File: src/rtl/fifo_pkg.sv
// fifo_pkg: shared definitions for the fifo_sync_flags codebase slice.
//   cnt_w(depth)      width of an occupancy counter able to hold 0..depth
//   FIFO_DW           default data width
//   FIFO_DEPTH        default storage depth
//   `FIFO_CHECK_DEPTH / `FIFO_CHECK_LEVELS
//                     elaboration-time parameter legality checks, expanded
//                     inside a module body as generate-if blocks
package fifo_pkg;

  localparam int unsigned FIFO_DW    = 16;
  localparam int unsigned FIFO_DEPTH = 4;

  function automatic int unsigned cnt_w(input int unsigned depth);
    return $clog2(depth + 1);
  endfunction

endpackage

`ifndef FIFO_PKG_CHECKS_SVH
`define FIFO_PKG_CHECKS_SVH

`define FIFO_CHECK_DEPTH(D) \
  if ((D) < 2) begin : g_chk_depth \
    $error("fifo: Depth must be >= 2"); \
  end

`define FIFO_CHECK_LEVELS(D, AFL, AEL) \
  if (((AFL) < 1) || ((AFL) > (D))) begin : g_chk_af \
    $error("fifo: AF_Level must be in 1..Depth"); \
  end \
  if (((AEL) < 0) || ((AEL) > ((D) - 1))) begin : g_chk_ae \
    $error("fifo: AE_Level must be in 0..Depth-1"); \
  end

`endif

File: src/rtl/fifo_wrap_ptr.sv
// fifo_wrap_ptr: circular pointer for a FIFO of arbitrary depth.
//   clk    in   rising-edge clock
//   reset  in   synchronous active-high reset, pointer -> 0
//   inc    in   advance pointer by one this cycle
//   ptr    out  current pointer, 0..Depth-1
// The pointer wraps from Depth-1 to 0 explicitly, so Depth need not be a
// power of two.
module fifo_wrap_ptr
  import fifo_pkg::*;
#(
  parameter int Depth = FIFO_DEPTH
) (
  input  logic                     clk,
  input  logic                     reset,
  input  logic                     inc,
  output logic [$clog2(Depth)-1:0] ptr
);

  localparam int PW = $clog2(Depth);

  `FIFO_CHECK_DEPTH(Depth)

  logic [PW-1:0] ptr_q;
  logic [PW-1:0] ptr_d;

  always_comb begin
    ptr_d = ptr_q;
    if (inc) begin
      ptr_d = (ptr_q == PW'(Depth - 1)) ? '0 : ptr_q + PW'(1);
    end
  end

  always_ff @(posedge clk) begin
    if (reset) begin
      ptr_q <= '0;
    end else begin
      ptr_q <= ptr_d;
    end
  end

  assign ptr = ptr_q;

endmodule

File: src/rtl/fifo_sync_flags.sv
// fifo_sync_flags: single-clock FIFO with occupancy count, programmable
// almost-full/almost-empty thresholds and sticky overflow/underflow flags.
//   clk             in   rising-edge clock
//   reset           in   synchronous active-high reset
//   w / r           in   write / read request
//   data_in         in   write data (Data_Width)
//   data_out        out  read data (Data_Width)
//   full_o/empty_o  out  count == Depth / count == 0
//   almost_full_o   out  count >= AF_Level
//   almost_empty_o  out  count <= AE_Level
//   count_o         out  occupancy, cnt_w(Depth) bits
//   overflow_o      out  sticky: a write was rejected
//   underflow_o     out  sticky: a read was rejected
// Build option: FIFO_FWFT_EN selects first-word-fall-through output;
// default is a registered read with one cycle latency.
module fifo_sync_flags
  import fifo_pkg::*;
#(
  parameter int Data_Width = FIFO_DW,
  parameter int Depth      = FIFO_DEPTH,
  parameter int AF_Level   = Depth - 1,
  parameter int AE_Level   = 1
) (
  input  logic                      clk,
  input  logic                      reset,
  input  logic                      w,
  input  logic                      r,
  input  logic [Data_Width-1:0]     data_in,
  output logic [Data_Width-1:0]     data_out,
  output logic                      full_o,
  output logic                      empty_o,
  output logic                      almost_full_o,
  output logic                      almost_empty_o,
  output logic [cnt_w(Depth)-1:0]   count_o,
  output logic                      overflow_o,
  output logic                      underflow_o
);

  localparam int CW = cnt_w(Depth);
  localparam int PW = $clog2(Depth);

  `FIFO_CHECK_DEPTH(Depth)
  `FIFO_CHECK_LEVELS(Depth, AF_Level, AE_Level)

  logic [Data_Width-1:0] mem_q [Depth];
  logic [CW-1:0]         count_q, count_d;
  logic                  ovf_q, ovf_d;
  logic                  unf_q, unf_d;
  logic [PW-1:0]         wptr, rptr;
  logic                  rd_acc, wr_acc;

  assign empty_o = (count_q == '0);
  assign full_o  = (count_q == CW'(Depth));

  // A read while full frees a slot in the same edge, so the write rides along.
  assign rd_acc = r && !empty_o;
  assign wr_acc = w && (!full_o || rd_acc);

  fifo_wrap_ptr #(.Depth(Depth)) u_wptr (
    .clk   (clk),
    .reset (reset),
    .inc   (wr_acc),
    .ptr   (wptr)
  );

  fifo_wrap_ptr #(.Depth(Depth)) u_rptr (
    .clk   (clk),
    .reset (reset),
    .inc   (rd_acc),
    .ptr   (rptr)
  );

  always_comb begin
    count_d = count_q;
    unique case ({wr_acc, rd_acc})
      2'b10:   count_d = count_q + CW'(1);
      2'b01:   count_d = count_q - CW'(1);
      default: count_d = count_q;
    endcase
    ovf_d = ovf_q | (w && !wr_acc);
    unf_d = unf_q | (r && !rd_acc);
  end

  always_ff @(posedge clk) begin
    if (reset) begin
      count_q <= '0;
      ovf_q   <= 1'b0;
      unf_q   <= 1'b0;
    end else begin
      count_q <= count_d;
      ovf_q   <= ovf_d;
      unf_q   <= unf_d;
    end
  end

  // Storage is deliberately not cleared by reset.
  always_ff @(posedge clk) begin
    if (!reset && wr_acc) begin
      mem_q[wptr] <= data_in;
    end
  end

`ifdef FIFO_FWFT_EN
  // Head word is shown directly; forced to zero while empty so the output
  // is deterministic after reset.
  assign data_out = empty_o ? '0 : mem_q[rptr];
`else
  logic [Data_Width-1:0] dout_q, dout_d;

  always_comb begin
    dout_d = dout_q;
    if (rd_acc) begin
      dout_d = mem_q[rptr];
    end
  end

  always_ff @(posedge clk) begin
    if (reset) begin
      dout_q <= '0;
    end else begin
      dout_q <= dout_d;
    end
  end

  assign data_out = dout_q;
`endif

  assign almost_full_o  = (count_q >= CW'(AF_Level));
  assign almost_empty_o = (count_q <= CW'(AE_Level));
  assign count_o        = count_q;
  assign overflow_o     = ovf_q;
  assign underflow_o    = unf_q;

endmodule

File: config.mk
export PLATFORM = sky130hd
export DESIGN_NAME = fifo_sync_flags
export DESIGN_NICKNAME = d
export VERILOG_FILES = /design/src/rtl/fifo_pkg.sv /design/src/rtl/fifo_wrap_ptr.sv /design/src/rtl/fifo_sync_flags.sv
export SDC_FILE = /design/constraint.sdc
export NUM_CORES = 1
export LEC_CHECK = 0
export CORE_ASPECT_RATIO = 0.9
export CORE_MARGIN = 5
export CORE_UTILIZATION = 30
export CTS_CLUSTER_DIAMETER = 120
export DETAILED_ROUTE_END_ITERATION = 10
export HOLD_SLACK_MARGIN = 0.1
export PLACE_DENSITY_LB_ADDON = 0.2
export SLEW_MARGIN = 40
export SYNTH_ARGS = -nofsm -noshare
export SYNTH_HDL_FRONTEND = slang
export SYNTH_SLANG_ARGS = --single-unit
File: constraint.sdc
create_clock -name clk -period 3.2 [get_ports clk]
set_input_delay 0.64 -clock clk [delete_from_list [all_inputs] [get_ports clk]]
set_output_delay 0.64 -clock clk [all_outputs]
set_load 0.03 [all_outputs]
**Yosys cells after proc, flatten, opt, wreduce, memory -nomap -nowiden**

Memories as Yosys holds them, arrays and structs flattened. A register that Yosys moved wholly into a read port is not among the register bits.
Cells that the tools add are included.

- $add $sub $neg: 4
- $lt $le $gt $ge: 2
- Equal/unequal tests: 5
- Muxes and demuxes: 5
- Bitwise operators: 2
- Reduce and logical (&&, ||, !) cells: 13

Operators with widths:

| operator | number |
|---|---|
| $eq 2x2->1 const B | 3 |
| $pmux 3 s2 | 1 |
| $logic_and 1x1->1 | 5 |
| $logic_not 1->1 | 5 |
| $add 2x1->2 const B | 2 |
| $mux 2 | 2 |
| $add 3x1->3 const B | 1 |
| $eq 3x3->1 const B | 1 |
| $ge 3x2->1 const B | 1 |
| $le 3x1->1 const B | 1 |
| $logic_not 3->1 | 1 |
| $sub 3x1->3 const B | 1 |
| $eq 2x1->1 const B | 1 |
| $mux 1 | 2 |
| $or 1x1->1 | 2 |
| $reduce_bool 2->1 | 1 |
| $logic_or 1x1->1 | 1 |

- Flip-flop bits (word level): 9
- RAM bits: 64
- Input bits: 20
- Output and inout bits: 25
- Logic and storage cells: 37
- Memories kept: 1

Memory list:

| memory | depth | width | read ports | clocked after Yosys merged registers in | write ports | line | source |
|---|---|---|---|---|---|---|---|
| mem_q | 4 | 16 | 1 | 1 | 1 | fifo_sync_flags.sv:45 | `logic [Data_Width-1:0] mem_q [Depth];` |

**Logic depth before layout (Yosys ltp)**

Gate-level depths: netlist of the first run.

- Depth after elaboration: 8
- Depth in mapped cells: 7
- Mapped depth without buffers: 7

**Hierarchy**

From an unflattened synthesis of the first run, not the netlist that was laid out.

- Cells, all modules: 195
- Area total of the unflattened synthesis: 3,494.6 um2

By module, submodules not included:

| module | times used | cells an instance | area an instance (um2) | seq. area each (um2) |
|---|---|---|---|---|
| fifo_sync_flags | 1 | 179 | 3,321.9 | 2,342.2 |
| fifo_wrap_ptr | 2 | 8 | 86.3 | 40.0 |

**Worst setup path after synthesis of the first run**

No wires, ideal clock.

- Path kind: register to register
- Start: register count_q[1], in the netlist count_o[1]
- End: memory mem_q[3][0] in the netlist's numbering (enable)
- Setup time: 0.374 ns
- Arrival: 1.869 ns
- Data required time: 2.826 ns
- Path slack: 0.957 ns
- Stages on the path, launching flop included: 7
- Buffers on the path: 0
- Period minus slack after synthesis: 2.243 ns
- Cells stage by stage: dfxtp_1 -> inv_1 -> ha_1 -> nand2_1 -> o21ai_1 -> nor2_1 -> and2_1

- Longest elaborated chain between the ends: 8
- Elaborated cells on any way between the ends: 10
- Classes of those cells: 1 x eq/ne; 2 x mux; 7 x reduce/logical

RTL lines:

| item | line | source |
|---|---|---|
| start, declared | fifo_sync_flags.sv:46 | `logic [CW-1:0] count_q, count_d;` |
| start signal, assigned | fifo_sync_flags.sv:90 | `count_q <= count_d;` |
| $logic_not 3->1 | fifo_sync_flags.sv:52 | `assign empty_o = (count_q == '0);` |
| $logic_not 1->1 | fifo_sync_flags.sv:56 | `assign rd_acc = r && !empty_o;` |
| $logic_and 1x1->1 | fifo_sync_flags.sv:56 |  |
| $logic_or 1x1->1 * | fifo_sync_flags.sv:57 | `assign wr_acc = w && (!full_o \|\| rd_acc);` |
| $logic_and 1x1->1 * | fifo_sync_flags.sv:57 |  |
| $logic_and 1x1->1 * | fifo_sync_flags.sv:98 | `if (!reset && wr_acc) begin` |
| $mux 1 * | fifo_sync_flags.sv:98 |  |
| $mux 1 (implied by the code) * | fifo_sync_flags.sv:99 | `mem_q[wptr] <= data_in;` |
| end, declared | fifo_sync_flags.sv:45 |  |

Every way passes the cells marked *; elsewhere a longest branch is shown, timed or not.

**Final worst setup path of the first run**

- Start: register count_q[1], in the netlist count_o[1]
- End: output port empty_o

- Longest elaborated chain between the ends: 1

RTL lines:

| item | line | source |
|---|---|---|
| $logic_not 3->1 | fifo_sync_flags.sv:52 |  |
| end, declared | fifo_sync_flags.sv:31 | `output logic empty_o,` |

No other way between the ends.

==> results of run 1 <==
## flip-flops by register name (all words and copies together) (netlist names)
register	count
underflow_o	1
data_out	16
overflow_o	1
mem_q	64
u_wptr.ptr	2
count_o	3
u_rptr.ptr	2
## cell type report
class                      instances  area [µm²]
clock buffer                      10         229
clock inverter                     6        83.8
fill                            1084        6980
inverter                           8        30.0
multi-input combinational         94         957
sequential                        89        2420
tap                              156         195
timing repair buffer              51         493
## kinds of logic (layout without fill, tap and decap cells)
kind of cell / Yosys count / count (layout) / synth area share
DFF: 89 / 89 / 0.697
AOI/OAI and AO/OA: 33 / 33 / 0.0709
and+or+nand+nor: 33 / 33 / 0.0504
muxes: 17 / 17 / 0.115
buffers and inverters: 16 / 75 / 0.0274
adders and majority gates: 11 / 11 / 0.0389
## tightest hold or removal path, stage by stage, from the launching register on
cell	delay [ps]
dfxtp_1	320
nor2_1	50
nor2_1	70
## cell usage in the layout, fill, tap and decap left out, types with 2 or more instances in the layout
cell type        netlist  final
clkbuf_16              0      9
nand3_1                2      2
nand2_1                6      6
nand2b_1               2      2
clkdlybuf4s50_1        0     44
dfxtp_1               25     23
dfxtp_2                0      2
mux4_2                 8      8
and2_1                 4      4
edfxtp_1              64     64
nor2_1                 9      9
bufinv_16              0      2
o21ai_0                2      2
buf_4                  2      7
clkinv_2               0      3
or3_1                  2      2
inv_1                  8      8
mux4_1                 8      8
ha_1                  10     10
a21oi_1                8      8
a22o_1                16     16
## metrics by stage
step	hold WS, ps	instances	utilization	setup WS, ps	power (mW)
after floorplan	478	199	-	957	2.00
after global placement	456	398	0.360	577	2.31
after detailed placement	460	398	0.360	489	2.31
after CTS	476	414	0.387	382	3.41
after global routing	497	414	0.387	286	3.53
final	469	414	0.387	378	3.36
## power groups by stage
stage               logic, mW  clock network, mW  registers, mW
finish                  0.831               1.09           1.44
global route            0.891               1.18           1.46
floorplan               0.465                  0           1.54
global placement        0.840                  0           1.47
CTS                     0.841               1.12           1.45
detailed placement      0.837                  0           1.47
## worst max path at each step
stage,depth (start not counted),to,slack (ps)
finish,5,empty_o,380
global route,5,empty_o,290
CTS,5,empty_o,380
detailed placement,5,mem_q[3][2]$_DFFE_PP_,490
global placement,5,mem_q[3][11]$_DFFE_PP_,580
floorplan,6,mem_q[3][0]$_DFFE_PP_,960
## layer usage
| metal | routed length [µm] | GRT usage | up-vias | part of all wire |
|---|---|---|---|---|
| li1 | - | - | 895 | - |
| met5 | 0 | 0 | - | 0 |
| met3 | 369 | 0.0423 | 10 | 0.055 |
| met1 | 3180 | 0.141 | 896 | 0.48 |
| met4 | 72 | 0.0354 | 0 | 0.011 |
| met2 | 3040 | 0.153 | 44 | 0.46 |
==> results_dict.tcl, run 1 <==
set metrics [dict create \
    cts_buffers 9 \
    vdd_drop_max_uv 298 \
    netlist_area_um2 3470 \
    tritoncts "built" \
    r2r-start "count_o[1]$_SDFFE_PP0P_" \
    cp.arrival_ps 2180 \
    pwr-share-comb 0.247 \
    cp_max_fo 8 \
    design.core.area_um2 11400 \
    path_clk_slew_ps 60 \
    drcViolationCount 0 \
    root_buffer "clkbuf_16" \
    ys_top_cells_by_area "edfxtp_1, dfxtp_1, mux4_1, mux4_2, a22o_1" \
    drive_above_1_share 0.140 \
    placed_area_um2 4100 \
    yosys.area.top_type_share 0.553 \
    grt-ovfl-total 0 \
    pwr_density_cell_nw_per_um2 762 \
    cpMostUsedCell "inv_1" \
    cts_buffer_depth 2 \
    avgSynthCellArea_um2 17.5 \
    rsz0062_at_grt "false" \
    reg2reg_depth 7 \
    synth-edff-count 64 \
    hp-start "overflow_o$_SDFF_PP0_" \
    start_util 0.305 \
    drv_cap 0 \
    cts_setup_buffers 0 \
    cts_hold_buffers 0 \
    critPathMaxStageDelay_ps 680 \
    num_vias 1845 \
    switchingPower_mw 0.962 \
    grt_pass1_vias 1927 \
    firstDrtPassIters 5 \
    drtIter0Drc 101 \
    yosysTopAreaCell "edfxtp_1" \
    placement.io_buffers 44 \
    cp-end-kind "primary output" \
    finClkSkew_ps 6.16 \
    required_ps 2560 \
    fmax_mhz 354 \
    post-route-period-util 0.882 \
    min_to "overflow_o$_SDFF_PP0_" \
    grt_pass1_wl_mm 10.7 \
    syn-num-nets 229 \
    dieArea_um2 13800 \
    switching_share 0.286 \
    cp_cell_sequence "inv_1 -> ha_1 -> nand2b_2 -> inv_1 -> clkdlybuf4s50_1" \
    num_rows 37 \
    yosysUniqueCellTypes 37 \
    synth_warnings 0 \
    clkPwrFrac 0.325 \
    startpoint_type "register" \
    yosysMostFrequentCell "edfxtp_1" \
    leakage_nw 1.51 \
    r2r-end "mem_q[3][4]$_DFFE_PP_" \
    worst_slew_pin_slew_ps 613 \
    cts.sinks 89 \
    ys.flop_type "edfxtp_1" \
    area_delta_synth_final_pct 27.0 \
    status "complete, no violations" \
    reg2reg_slack_ps 880 \
    ys_ff_latch 89 \
    synthCells 199 \
    wl_mm 6.67 \
    relSlewSlack 0.592 \
    track_usage 0.104 \
    cpMaxStageDelayCell "clkdlybuf4s50_1" \
    antenna_left 0 \
    post_drt_wl_per_cell_um 16.1 \
    post-route-min-period_ps 2820 \
    viasPerCell 4.46 \
    clk_latency_ps 330 \
    nets 283 \
    critPathTopFamily "buffers and inverters" \
    crit_type "reg2out" \
    p_int_mw 2.40 \
    fin_setup_tns_ps 0 \
    dp_hpwl_mm 4.47 \
    die_w_um 123 \
    antennaDiodeCount 0 \
    hold_depth 2 \
    gp_congestion 0.783 \
    crit_buf_inv 3 \
    pwr-share-seq 0.428 \
    startpoint "count_o[1]$_SDFFE_PP0P_" \
    num_io_pins 45 \
    async_reset_ff_frac 0 \
    antenna_found_initial 0 \
    die_height_um 112 \
    synth_commonest_cells "edfxtp_1, dfxtp_1, a22o_1" \
    hold_path.class "reg2reg" \
    synth-seq-area-share 0.697 \
    design_area_um2 4410 \
    finalHoldViolations 0 \
    setup_viol 0 \
    maxSlewViolCount 0 \
    cts_resized 0 \
    grt_max_degree 20 \
    h-tree-depth 3 \
]
No activity file was read; power rests on OpenSTA's default activity.
==> inputs of run 2 (changes only) <==
--- a/config.mk
+++ b/config.mk
@@ -5,6 +5,9 @@
 export SDC_FILE = /design/constraint.sdc
 export NUM_CORES = 1
 export LEC_CHECK = 0
+export ABC_AREA = 1
+export CELL_PAD_IN_SITES_DETAIL_PLACEMENT = 0
+export CELL_PAD_IN_SITES_GLOBAL_PLACEMENT = 1
 export CORE_ASPECT_RATIO = 0.9
 export CORE_MARGIN = 5
 export CORE_UTILIZATION = 30
==> constraint.sdc (replaced) <==
create_clock -name clk -period 3.2 [get_ports clk]
set_input_delay 0.64 -clock clk [delete_from_list [all_inputs] [get_ports clk]]
set_output_delay 0.64 -clock clk [all_outputs]
set_load 0.01 [all_outputs]
==> results_dict.tcl, run 2 <==
set metrics [dict create \
    status "complete, no violations" \
    multi_input_area_um2 1030 \
    gp_congestion 0.724 \
    drv_cap 0 \
    netlist_area_um2 3670 \
    cpMaxStageDelayCell "clkdlybuf4s50_1" \
    relSlewSlack 0.629 \
    start_util 0.305 \
    timing.hold.ws_ps 482 \
    placed_area_um2 4280 \
    track_usage 0.109 \
    rsz0062_at_grt "false" \
    h-tree-depth 3 \
    maxSlewViolCount 0 \
    antennaDiodeCount 0 \
    finalHoldViolations 0 \
    ys_ff_latch 89 \
    grt_pass1_vias 2391 \
    mostFrequentLayoutCells "nor2_1, edfxtp_1, clkdlybuf4s50_1" \
    mostFrequentLayoutCell "nor2_1" \
    ys.flop_type "edfxtp_1" \
    hold_depth 1 \
    switchingPower_mw 0.847 \
    die_height_um 115 \
    pwr_density_cell_nw_per_um2 683 \
    utilization 0.382 \
    firstDrtPassIters 4 \
    num_vias 2393 \
    fmax_mhz 390 \
    r2r-start "count_o[0]$_SDFFE_PP0P_" \
    pwr-share-comb 0.209 \
    synth-seq-area-share 0.659 \
    antenna_left 0 \
    tritoncts "built" \
    cts_setup_buffers 0 \
    antenna_found_initial 0 \
    place_ws_ps 893 \
    cp_max_fo 6 \
    cts_hold_buffers 0 \
    path_clk_slew_ps 60 \
    hold_path.class "reg2reg" \
    cts_buffers 9 \
    required_ps 2560 \
    synth_commonest_cells "nor2_1, edfxtp_1, o21ai_0" \
    cpMostUsedCell "inv_1" \
    grt-ovfl-total 0 \
    clk_latency_ps 330 \
    setup_viol 0 \
    die_w_um 127 \
    async_reset_ff_frac 0 \
    layout_setup_ws_ps 636 \
    grt_pass1_wl_mm 12.3 \
    cts_buffer_depth 2 \
    nets 426 \
    design.core.area_um2 12000 \
    largest_reg_flops 64 \
    r2r-end "mem_q[2][13]$_DFFE_PP_" \
    post-route-period-util 0.801 \
    switching_share 0.270 \
    finClkSkew_ps 6.19 \
    num_io_pins 45 \
    crit_type "reg2out" \
    regMostFlops "mem_q" \
    cp-end-kind "primary output" \
    synthCells 348 \
    vdd_drop_max_uv 269 \
    avgSynthCellArea_um2 10.6 \
    post_drt_wl_per_cell_um 13.3 \
    dieArea_um2 14600 \
    cts_resized 0 \
    design_area_um2 4590 \
    synth-edff-count 64 \
    dp_hpwl_mm 4.65 \
    cp.arrival_ps 1920 \
    drive_above_1_share 0.0673 \
    reg2reg_slack_ps 1330 \
    area_delta_synth_final_pct 25.1 \
    drtIter0Drc 136 \
    p_int_mw 2.29 \
    placement.io_buffers 44 \
    worst_slew_pin_slew_ps 555 \
    cp_cell_sequence "inv_1 -> ha_1 -> nand2_1 -> inv_1 -> clkdlybuf4s50_1" \
    regArea_um2 2420 \
    grt_max_degree 36 \
    wl_mm 7.45 \
    n_fill_cell 1189 \
    reg2reg_depth 6 \
    root_buffer "clkbuf_16" \
    yosysTopAreaCell "edfxtp_1" \
    cts.sinks 89 \
    leakage_nw 1.78 \
    hp-start "overflow_o$_SDFF_PP0_" \
    viasPerCell 4.27 \
    syn-num-nets 378 \
    drcViolationCount 0 \
    clkPwrFrac 0.349 \
    pwr-share-seq 0.442 \
    synth_warnings 0 \
    yosysUniqueCellTypes 21 \
    ys_top_cells_by_area "edfxtp_1, dfxtp_1, nor2_1, o21ai_0, ha_1" \
    critPathMaxStageDelay_ps 530 \
    min_to "overflow_o$_SDFF_PP0_" \
    num_rows 38 \
    startpoint_type "register" \
    yosysMostFrequentCell "nor2_1" \
    fin_setup_tns_ps 0 \
    yosys.area.top_type_share 0.523 \
    post-route-min-period_ps 2560 \
]
## run 2: kinds of logic (layout without fill, tap and decap cells)
| logic type | after synthesis | in the layout | share of synthesized area |
|---|---|---|---|
| and+or+nand+nor | 138 | 138 | 0.144 |
| adders and majority gates | 10 | 10 | 0.0341 |
| buffers and inverters | 50 | 103 | 0.0610 |
| AOI/OAI and AO/OA | 61 | 61 | 0.101 |
| DFF | 89 | 89 | 0.659 |
## run 2: per-layer routing
metal	vias up	wire length (µm)	GRT usage
met5	-	0	0
met4	0	116	0.0450
met3	9	316	0.0344
met2	42	3380	0.177
met1	1081	3640	0.137
li1	1261	-	-
## run 2: cell type report
class / instances / area share
Tap cell: 160 / 0.0436
Sequential cell: 89 / 0.528
Clock inverter: 6 / 0.0180
Inverter: 35 / 0.0286
Clock buffer: 10 / 0.0498
Timing Repair Buffer: 52 / 0.109
Multi-Input combinational cell: 209 / 0.224
## run 2: power groups by stage
stage | Sequential [mW] | Combinational, mW | Clock (mW)
2_1_floorplan | 1.42 | 0.399 | 0
3_3_place_gp | 1.41 | 0.669 | 0
3_5_place_dp | 1.41 | 0.668 | 0
4_1_cts | 1.39 | 0.672 | 1.14
5_1_grt | 1.40 | 0.755 | 1.17
6_report | 1.39 | 0.656 | 1.10
## run 2: critical path: cells and delay by family, from the launching register on
kind | cells | cell delay (ps)
adders and majority gates | 1 | 300
DFF | 1 | 340
and+or+nand+nor | 1 | 160
buffers and inverters | 3 | 780
## run 2: per-stage QoR
stage | power (mW) | instances
after global routing | 3.33 | 561
after detailed placement | 2.08 | 545
after floorplan | 1.81 | 348
after global placement | 2.08 | 545
after CTS | 3.20 | 561
final | 3.14 | 561
## run 2: worst max-delay path by stage
stage | end | cells after the start | from
floorplan | mem_q[0][0]$_DFFE_PP_ | 5 | count_o[0]$_SDFFE_PP0P_
finish | empty_o | 5 | count_o[0]$_SDFFE_PP0P_
global route | empty_o | 5 | count_o[0]$_SDFFE_PP0P_
global placement | mem_q[2][12]$_DFFE_PP_ | 5 | reset
CTS | empty_o | 5 | count_o[0]$_SDFFE_PP0P_
detailed placement | mem_q[2][14]$_DFFE_PP_ | 5 | reset
==> inputs of run 3 (changes only) <==
==> constraint.sdc (replaced) <==
create_clock -name clk -period 2.1 [get_ports clk]
set_input_delay 0.42 -clock clk [delete_from_list [all_inputs] [get_ports clk]]
set_output_delay 0.42 -clock clk [all_outputs]
set_load 0.01 [all_outputs]
==> results_dict.tcl, run 3 (synthesis results as in run 2) <==
set metrics [dict create \
    path_clk_slew_ps 60 \
    nets 430 \
    setup_viol 0 \
    instances_no_fill 565 \
    crit_type "reg2out" \
    grt_pass1_wl_mm 12.6 \
    rsz0062_at_grt "false" \
    route.layer.met1.wl_mm 3.57 \
    regMostFlops "mem_q" \
    grt_pass1_vias 2516 \
    finClkSkew_ps 8.10 \
    tritoncts "built" \
    wl_met3_um 286 \
    timing.hold.ws_ps 468 \
    gp_congestion 0.745 \
    cp_cell_sequence "ha_1 -> ha_1 -> nor2_1 -> o21ai_0 -> dlygate4sd2_1" \
    drtIter0Drc 100 \
    min_to "underflow_o$_SDFF_PP0_" \
    post-route-period-util 0.926 \
    start_util 0.305 \
    die_w_um 127 \
    h-tree-depth 3 \
    post_drt_wl_per_cell_um 13.5 \
    reg2reg_slack_ps 480 \
    leakage_nw 1.86 \
    critPathTopFamily "adder cells" \
    firstDrtPassIters 6 \
    finalHoldViolations 0 \
    antenna_left 0 \
    drive_above_1_share 0.0840 \
    track_usage 0.111 \
    root_buffer "clkbuf_16" \
    wl_mm 7.65 \
    hp-start "underflow_o$_SDFF_PP0_" \
    antennaDiodeCount 0 \
    cpMaxStageDelayCell "dfxtp_1" \
    cts_buffer_depth 2 \
    cts_setup_buffers 0 \
    critPathMaxStageDelay_ps 350 \
    worst_slew_pin_slew_ps 547 \
    num_rows 38 \
    mostFrequentLayoutCells "nor2_1, edfxtp_1, clkdlybuf4s50_1" \
    r2r-end "mem_q[2][11]$_DFFE_PP_" \
    num_io_pins 45 \
    wl_met2_mm 3.72 \
    cp-end-kind "primary output" \
    num_vias 2475 \
    cpMostUsedCell "ha_1" \
    layout_setup_ws_ps 155 \
    startpoint_type "register" \
    relSlewSlack 0.635 \
    fmax_mhz 514 \
    cts.sinks 89 \
    antenna_found_initial 0 \
    r2r-start "count_o[0]$_SDFFE_PP0P_" \
    grt_max_degree 36 \
    clk_latency_ps 330 \
    top_layer "met4" \
    status "complete, no violations" \
    hold_depth 1 \
    hold_path.class "reg2reg" \
    cts_buffers 9 \
    die_height_um 115 \
    drv_cap 0 \
    drcViolationCount 0 \
    crit_buf_inv 1 \
    mostFrequentLayoutCell "nor2_1" \
    dp_hpwl_mm 5.02 \
    cp.arrival_ps 1520 \
    maxSlewViolCount 0 \
    area_delta_synth_final_pct 28.7 \
    grt-ovfl-total 0 \
    reg2reg_depth 6 \
    largest_reg_flops 64 \
    cts_hold_buffers 0 \
    required_ps 1680 \
    placement.io_buffers 44 \
    design.core.area_um2 12000 \
    viasPerCell 4.38 \
    dieArea_um2 14600 \
    cp_max_fo 4 \
    post-route-min-period_ps 1940 \
    numPlacedInstances 549 \
    fin_setup_tns_ps 0 \
    pwr_density_cell_nw_per_um2 1050 \
    place_ws_ps 103 \
    vdd_drop_max_uv 504 \
]
==> run 3: changes by cell type in the layout (fill, tap and decap cells not counted), sizes merged <==
cell           delta
buf               +4
bufinv            +1
clkdlybuf4s50     -4
clkinv            +1
clkinvlp          -2
dlygate4sd2       +2
dlymetal6s2s      +2
==> run 3: repair_timing <==
action | CTS | global route
resized for setup | 7 | 2
pin swaps | 0 | 0
hold endpoints to repair | 0 | 0
setup endpoints to repair | 4 | 2
==> run 3: worst max path at each step <==
stage | end | from | slack (ps) | cells after the start
final | almost_full_o | count_o[0]$_SDFFE_PP0P_ | 160 | 5
after CTS | almost_empty_o | count_o[1]$_SDFFE_PP0P_ | 20 | 5
after global placement | mem_q[2][12]$_DFFE_PP_ | r | 120 | 6
after global routing | almost_full_o | count_o[0]$_SDFFE_PP0P_ | 40 | 5
after detailed placement | mem_q[2][9]$_DFFE_PP_ | r | 100 | 6
after floorplan | mem_q[0][0]$_DFFE_PP_ | count_o[0]$_SDFFE_PP0P_ | -70 | 5
==> run 3: report_power, final <==
part,total [mW],switching (mW),internal [mW]
Clock,1.79,0.635,1.16
Combinational,1.05,0.585,0.468
Sequential,2.10,0.0789,2.02
Total,4.95,1.30,3.65
==> run 3: layout make-up <==
class | count | area (µm²)
flip-flops and latches | 89 | 2420
fillers | 1182 | 7300
clock buffers | 10 | 229
well taps | 160 | 200
multi-input cells | 209 | 1040
repair buffers | 56 | 596
inverters | 35 | 131
clock inverters | 6 | 108
==> run 3: per-stage QoR <==
stage / utilization / total power [mW] / instance area [µm²]
finish: 0.393 / 4.95 / 4730
global route: 0.393 / 5.23 / 4730
CTS: 0.393 / 5.05 / 4720
detailed placement: 0.364 / 3.21 / 4370
global placement: 0.364 / 3.20 / 4370
floorplan: - / 2.76 / 3670
==> run 3: layer usage <==
layer	vias up	GRT usage
li1	1272	-
met5	-	0
met1	1153	0.133
met4	0	0.0279
met2	44	0.194
met3	6	0.0376
